<file path="src/rtl/items_sequencer.sv">
// Game-flow controller between Pac-Man movement and the pellet/energizer store.
// Optional eat stall counter is built only when ITEMS_SEQ_STALL_EN is defined.
//
// state    | meaning
// S_IDLE   | waiting for the first level start
// S_RELOAD | store reload strobe high, counters cleared
// S_SETTLE | one cycle for the store counters to load
// S_PLAY   | normal play, eat detection and clear detection active
// S_CLEAR  | level cleared, eat events ignored (reported as state 0)
module items_sequencer #(
    parameter int FRIGHT_FRAMES   = 360,
    parameter int STALL_DOT       = 1,
    parameter int STALL_ENERGIZER = 3
) (
    input  logic       i_clk,
    input  logic       i_rst_n,
    input  logic       i_level_start,
    input  logic       i_frame_tick,
    input  logic       i_tile_valid,
    input  logic [5:0] i_tile_x,
    input  logic [5:0] i_tile_y,
    input  logic [1:0] i_tile_item,
    input  logic [7:0] i_dots_counter,
    output logic       o_items_reload,
    output logic       o_item_eaten,
    output logic [1:0] o_item_eaten_type,
    output logic [5:0] o_item_x,
    output logic [5:0] o_item_y,
    output logic       o_fright_start,
    output logic       o_fright_active,
    output logic [9:0] o_fright_frames_left,
    output logic       o_pacman_stall,
    output logic       o_level_clear,
    output logic [1:0] o_state
);

    localparam logic [1:0] ITEM_DOT       = 2'd1;
    localparam logic [1:0] ITEM_ENERGIZER = 2'd2;

    typedef enum logic [2:0] {
        S_IDLE   = 3'd0,
        S_RELOAD = 3'd1,
        S_SETTLE = 3'd2,
        S_PLAY   = 3'd3,
        S_CLEAR  = 3'd4
    } state_t;

    state_t     state;
    state_t     state_next;
    logic       accept;
    logic       counters_clear;
    logic [9:0] fright_cnt;

    always_ff @(posedge i_clk or negedge i_rst_n) begin
        if (!i_rst_n) begin
            state <= S_IDLE;
        end else begin
            state <= state_next;
        end
    end

    // Level start outranks clear detection and eats; an eat pulse in flight
    // masks both clear detection and new tile events.
    always_comb begin
        state_next = state;
        accept     = 1'b0;
        case (state)
            S_IDLE: begin
                if (i_level_start) state_next = S_RELOAD;
            end
            S_RELOAD: state_next = S_SETTLE;
            S_SETTLE: state_next = S_PLAY;
            S_PLAY: begin
                if (i_level_start) begin
                    state_next = S_RELOAD;
                end else if (i_dots_counter == 8'd0 && !o_item_eaten) begin
                    state_next = S_CLEAR;
                end else begin
                    accept = i_tile_valid && !o_item_eaten &&
                             (i_tile_item == ITEM_DOT || i_tile_item == ITEM_ENERGIZER);
                end
            end
            S_CLEAR: begin
                if (i_level_start) state_next = S_RELOAD;
            end
            default: state_next = S_IDLE;
        endcase
    end

    // Clearing on entry makes the counters read zero throughout RELOAD and CLEAR.
    assign counters_clear = (state_next == S_RELOAD) || (state_next == S_CLEAR);

    always_ff @(posedge i_clk or negedge i_rst_n) begin
        if (!i_rst_n) begin
            o_item_eaten      <= 1'b0;
            o_item_eaten_type <= 2'd0;
            o_item_x          <= 6'd0;
            o_item_y          <= 6'd0;
            o_fright_start    <= 1'b0;
        end else begin
            o_item_eaten      <= accept;
            o_item_eaten_type <= accept ? i_tile_item : 2'd0;
            o_fright_start    <= accept && (i_tile_item == ITEM_ENERGIZER);
            if (accept) begin
                o_item_x <= i_tile_x;
                o_item_y <= i_tile_y;
            end
        end
    end

    always_ff @(posedge i_clk or negedge i_rst_n) begin
        if (!i_rst_n) begin
            fright_cnt <= 10'd0;
        end else if (counters_clear) begin
            fright_cnt <= 10'd0;
        end else if (accept && i_tile_item == ITEM_ENERGIZER) begin
            fright_cnt <= 10'(FRIGHT_FRAMES);
        end else if (i_frame_tick && fright_cnt != 10'd0) begin
            fright_cnt <= fright_cnt - 10'd1;
        end
    end

    assign o_fright_frames_left = fright_cnt;
    assign o_fright_active      = (fright_cnt != 10'd0);

`ifdef ITEMS_SEQ_STALL_EN
    logic [2:0] stall_cnt;

    always_ff @(posedge i_clk or negedge i_rst_n) begin
        if (!i_rst_n) begin
            stall_cnt <= 3'd0;
        end else if (counters_clear) begin
            stall_cnt <= 3'd0;
        end else if (accept) begin
            stall_cnt <= (i_tile_item == ITEM_ENERGIZER) ? 3'(STALL_ENERGIZER) : 3'(STALL_DOT);
        end else if (i_frame_tick && stall_cnt != 3'd0) begin
            stall_cnt <= stall_cnt - 3'd1;
        end
    end

    assign o_pacman_stall = (stall_cnt != 3'd0);
`else
    assign o_pacman_stall = 1'b0;
`endif

    assign o_items_reload = (state == S_RELOAD);
    assign o_level_clear  = (state == S_CLEAR);
    assign o_state        = (state == S_CLEAR) ? 2'd0 : state[1:0];

endmodule

</file>
<file path="config.mk">
export PLATFORM = sky130hd
export DESIGN_NAME = items_sequencer
export DESIGN_NICKNAME = d
export VERILOG_FILES = /design/src/rtl/items_sequencer.sv
export SDC_FILE = /design/constraint.sdc
export NUM_CORES = 1
export LEC_CHECK = 0
export BUFFER_PORTS_ARGS = -buffer_cell sky130_fd_sc_hd__buf_4
export CORE_MARGIN = 2
export CORE_UTILIZATION = 45
export DETAILED_ROUTE_END_ITERATION = 10
export GPL_ROUTABILITY_DRIVEN = 0
export PLACE_DENSITY = 0.76
export SYNTH_ARGS = -nofsm -noshare
export SYNTH_HDL_FRONTEND = slang
export SYNTH_SLANG_ARGS = --single-unit
</file>
<file path="constraint.sdc">
create_clock -name i_clk -period 1.9 [get_ports i_clk]
set_input_delay 0.475 -clock i_clk [delete_from_list [all_inputs] [get_ports i_clk]]
set_output_delay 0.475 -clock i_clk [all_outputs]
set_load 0.01 [all_outputs]
</file>
==> run metrics <==
outcome=finished, final reports clean; asr flop ratio synth=100%; Startpoint Class=register; 1st-iter DRT viols=79; Synth area leader=dfrtp_1; antenna fix cells=0; largest family of logic cells by synthesized area=simple AND/OR/NAND/NOR gates; CTS tree=done; Clk Latency, worst-skew pair=~0.33 ns; pwr dens=~1500 nW/µm²; top cell type's share of synthesized area=between 50 and 60%; post-synthesis cell count=around 130; Worst setup EP type=primary output; Vias/cell=5.02; Max H-tree Level=2; Rows=20; Post-Syn Area=roughly 1400 µm²; IO Pins=59; hold_ws=roughly 0.052 ns; most frequent cells in the layout=buf_4 (72), dfrtp_1 (29), mux2_2 (12), nor2_1 (8), inv_1 (8); Int Pwr=slightly below 2 mW; post-synthesis adder-cell area fraction=1.75%; Clock Path Buffers=2; Hold Path Class=in -> async; initial antenna violation count=0; post-synthesis net count=between 150 and 200; Final Hold Fails=0; sequential area share after synthesis=approximately 51%; Fin Clk Skew=roughly 0.004 ns; Worst VDD drop=approximately 0.74 mV; crit-path cells=nor4_4 > nand3_2 > buf_6; crit path kind=reg -> out; DR vias=roughly 1200; Crit Path Max Fanout=5; footprint of the multi-input gates=just under 700 µm²; clock-pin transition on the worst setup and hold timing paths=around 0.090 ns; Post-synth top flop=dfrtp_1; Max-cap violations=0; Setup Viol. Count Final=0; WP data arrival=between 1 and 1.5 ns; final critical-path required period=1.89 ns; required time worst endpoint=1.42 ns; xor-xnor portion of the synthesized cell area=1.23%; Synth area leaders=dfrtp_1 (51%), mux2_2 (9.5%), nor4_4 (3.0%); Yosys reg bits=29; DP HPWL=about 2400 µm; Synth Area in Simple Gates=roughly 22%; final setup TNS=0 ns; die area=around 3600 µm²; number of flops mapped to enable cells by yosys=0; Seq pwr share=around 34%; chip height=approximately 60 µm; overall power=just over 3 mW; Layout Utilization=between 70% and 80%; Clock Power Share=a little over an eighth; mux share of post-synthesis cell area=roughly an eighth; switching share of power=between 30% and 40%; CP max stage cell=dfrtp_1; Hold Buf Count CTS=0; DRC=0; Filler Cells Inserted=~240; Routed WL per cell=13.3 µm; die width=~60 µm; Core ar.=roughly 3000 µm²; area added between synthesis and finish=49.6%; Net count, final=between 200 and 250; Syn Area/Cell=11.3 µm²; CTS root buffer=clkbuf_4; power share of the combinational group=between 50% and 60%; CTS buffer count=5; input/output buffers=57; Fmax=between 500 and 600 MHz; share of layout cells above drive strength 1=approximately 55%; Starting Density=between 40 and 50%; vias in the first global route=roughly 1300; antenna-violating nets left=0; pin count of the biggest net entering global routing=30; Sw Pwr=~1.1 mW; RSZ-0062 raised after global routing=true; leading cell type in the layout, fill and taps excluded=buf_4; Crit path largest cell delay=0.46 ns; TritonRoute pass-1 iters=4; compound-gate portion of the synthesized area=about 7.4%; period utilization=99.4%; Netlist cell types=32; clk sinks=29; Final Max Slew Viols=0; first-pass GRT wire length=approximately 5600 µm; grt total ovfl=0; total track usage=20.8%; Ys Warns=0; total area of sequential cells=roughly 730 µm²; final wirelength=roughly 3300 µm; LEAKAGE=1.07 nW
## final timing paths
check,from,to,slack [ns],cells past startpoint
setup / recovery,o_fright_frames_left[9],o_fright_active,0.01,3
hold / removal,i_rst_n,o_item_y[0],0.05,1
setup reg to reg,o_fright_frames_left[9],o_fright_frames_left[3],0.08,9
hold reg to reg,o_item_x[0],o_item_x[0],0.52,1
max in group asynchronous,i_rst_n,o_item_y[3],1.58,1
min in group i_clk,i_level_start,state[2],0.33,2
## through the flow
stage                     cells  cell area (µm²)  setup WS [ns]
after floorplan             127             1430         0.0408
final                       248             2140         0.0110
after global placement      231             1960         0.0469
after detailed placement    231             1960        -0.0269
after global routing        248             2140        -0.0837
after CTS                   247             2120         0.0148
## synthesized netlist by cell type, drive strengths merged, types with 2 or more instances
master / count
ha: 2
clkbuf: 2
nand3: 5
nor2: 9
nand4: 4
a21oi: 7
nor4: 3
nor3: 9
inv: 10
a31oi: 5
mux2i: 4
nor2b: 3
nand2: 5
xnor2: 2
a211oi: 2
dfrtp: 29
buf: 3
mux2: 12
o21ai: 2
## layer usage
| layer | vias to the layer above | part of all wire (%) | wire length, µm | GRT usage [%] |
|---|---|---|---|---|
| met5 | - | 0 | 0 | 0 |
| met4 | 0 | 1.6 | 53 | 9.84 |
| met3 | 6 | 7.3 | 243 | 6.82 |
| met2 | 55 | 49 | 1620 | 32.6 |
| met1 | 580 | 42 | 1390 | 26.2 |
| li1 | 603 | - | - | - |
## flip-flops by register name (all words and copies together) (netlist names)
name                  count
o_fright_frames_left     10
o_fright_start            1
o_item_eaten              1
o_item_eaten_type         2
o_item_x                  6
o_item_y                  6
state                     3
## cell type report
| cell class | instances | area share (%) |
|---|---|---|
| Timing Repair Buffer | 74 | 26.8 |
| Tap cell | 44 | 2.58 |
| Multi-Input combinational cell | 83 | 31.7 |
| Inverter | 10 | 1.76 |
| Clock inverter | 1 | 0.234 |
| Clock buffer | 7 | 3.04 |
| Sequential cell | 29 | 34.0 |
## power groups by stage
| stage | sequential [mW] | clock, mW | combinational, mW |
|---|---|---|---|
| floorplan | 1.12 | 0 | 0.682 |
| global placement | 1.04 | 0 | 1.32 |
| detailed placement | 1.06 | 0 | 1.36 |
| CTS | 1.06 | 0.437 | 1.57 |
| global route | 1.10 | 0.466 | 1.76 |
| finish | 1.06 | 0.421 | 1.61 |
## worst max-delay path: cells and delay by family (launching register included)
family	cells	cell delay, ns
DFF	1	0.46
buffers and inverters	1	0.14
and+or+nand+nor	2	0.49
## kinds of logic (layout without fill, tap and decap cells)
kind of cell / after synthesis / count (layout)
compound gates: 17 / 17
xor+xnor: 2 / 2
fa+ha+maj: 2 / 2
buf+inv: 15 / 92
flops: 29 / 29
mux: 16 / 16
other cells: 1 / 1
simple gates: 45 / 45
## repair_timing
action / in CTS / in global routing
setup buffers: 8 / 1
pin swaps: 2 / 1
gates resized for setup: 7 / 3
gates cloned: 0 / 0
setup endpoints to repair: 1 / 6
Note: power is estimated with default switching activity, not from simulation.
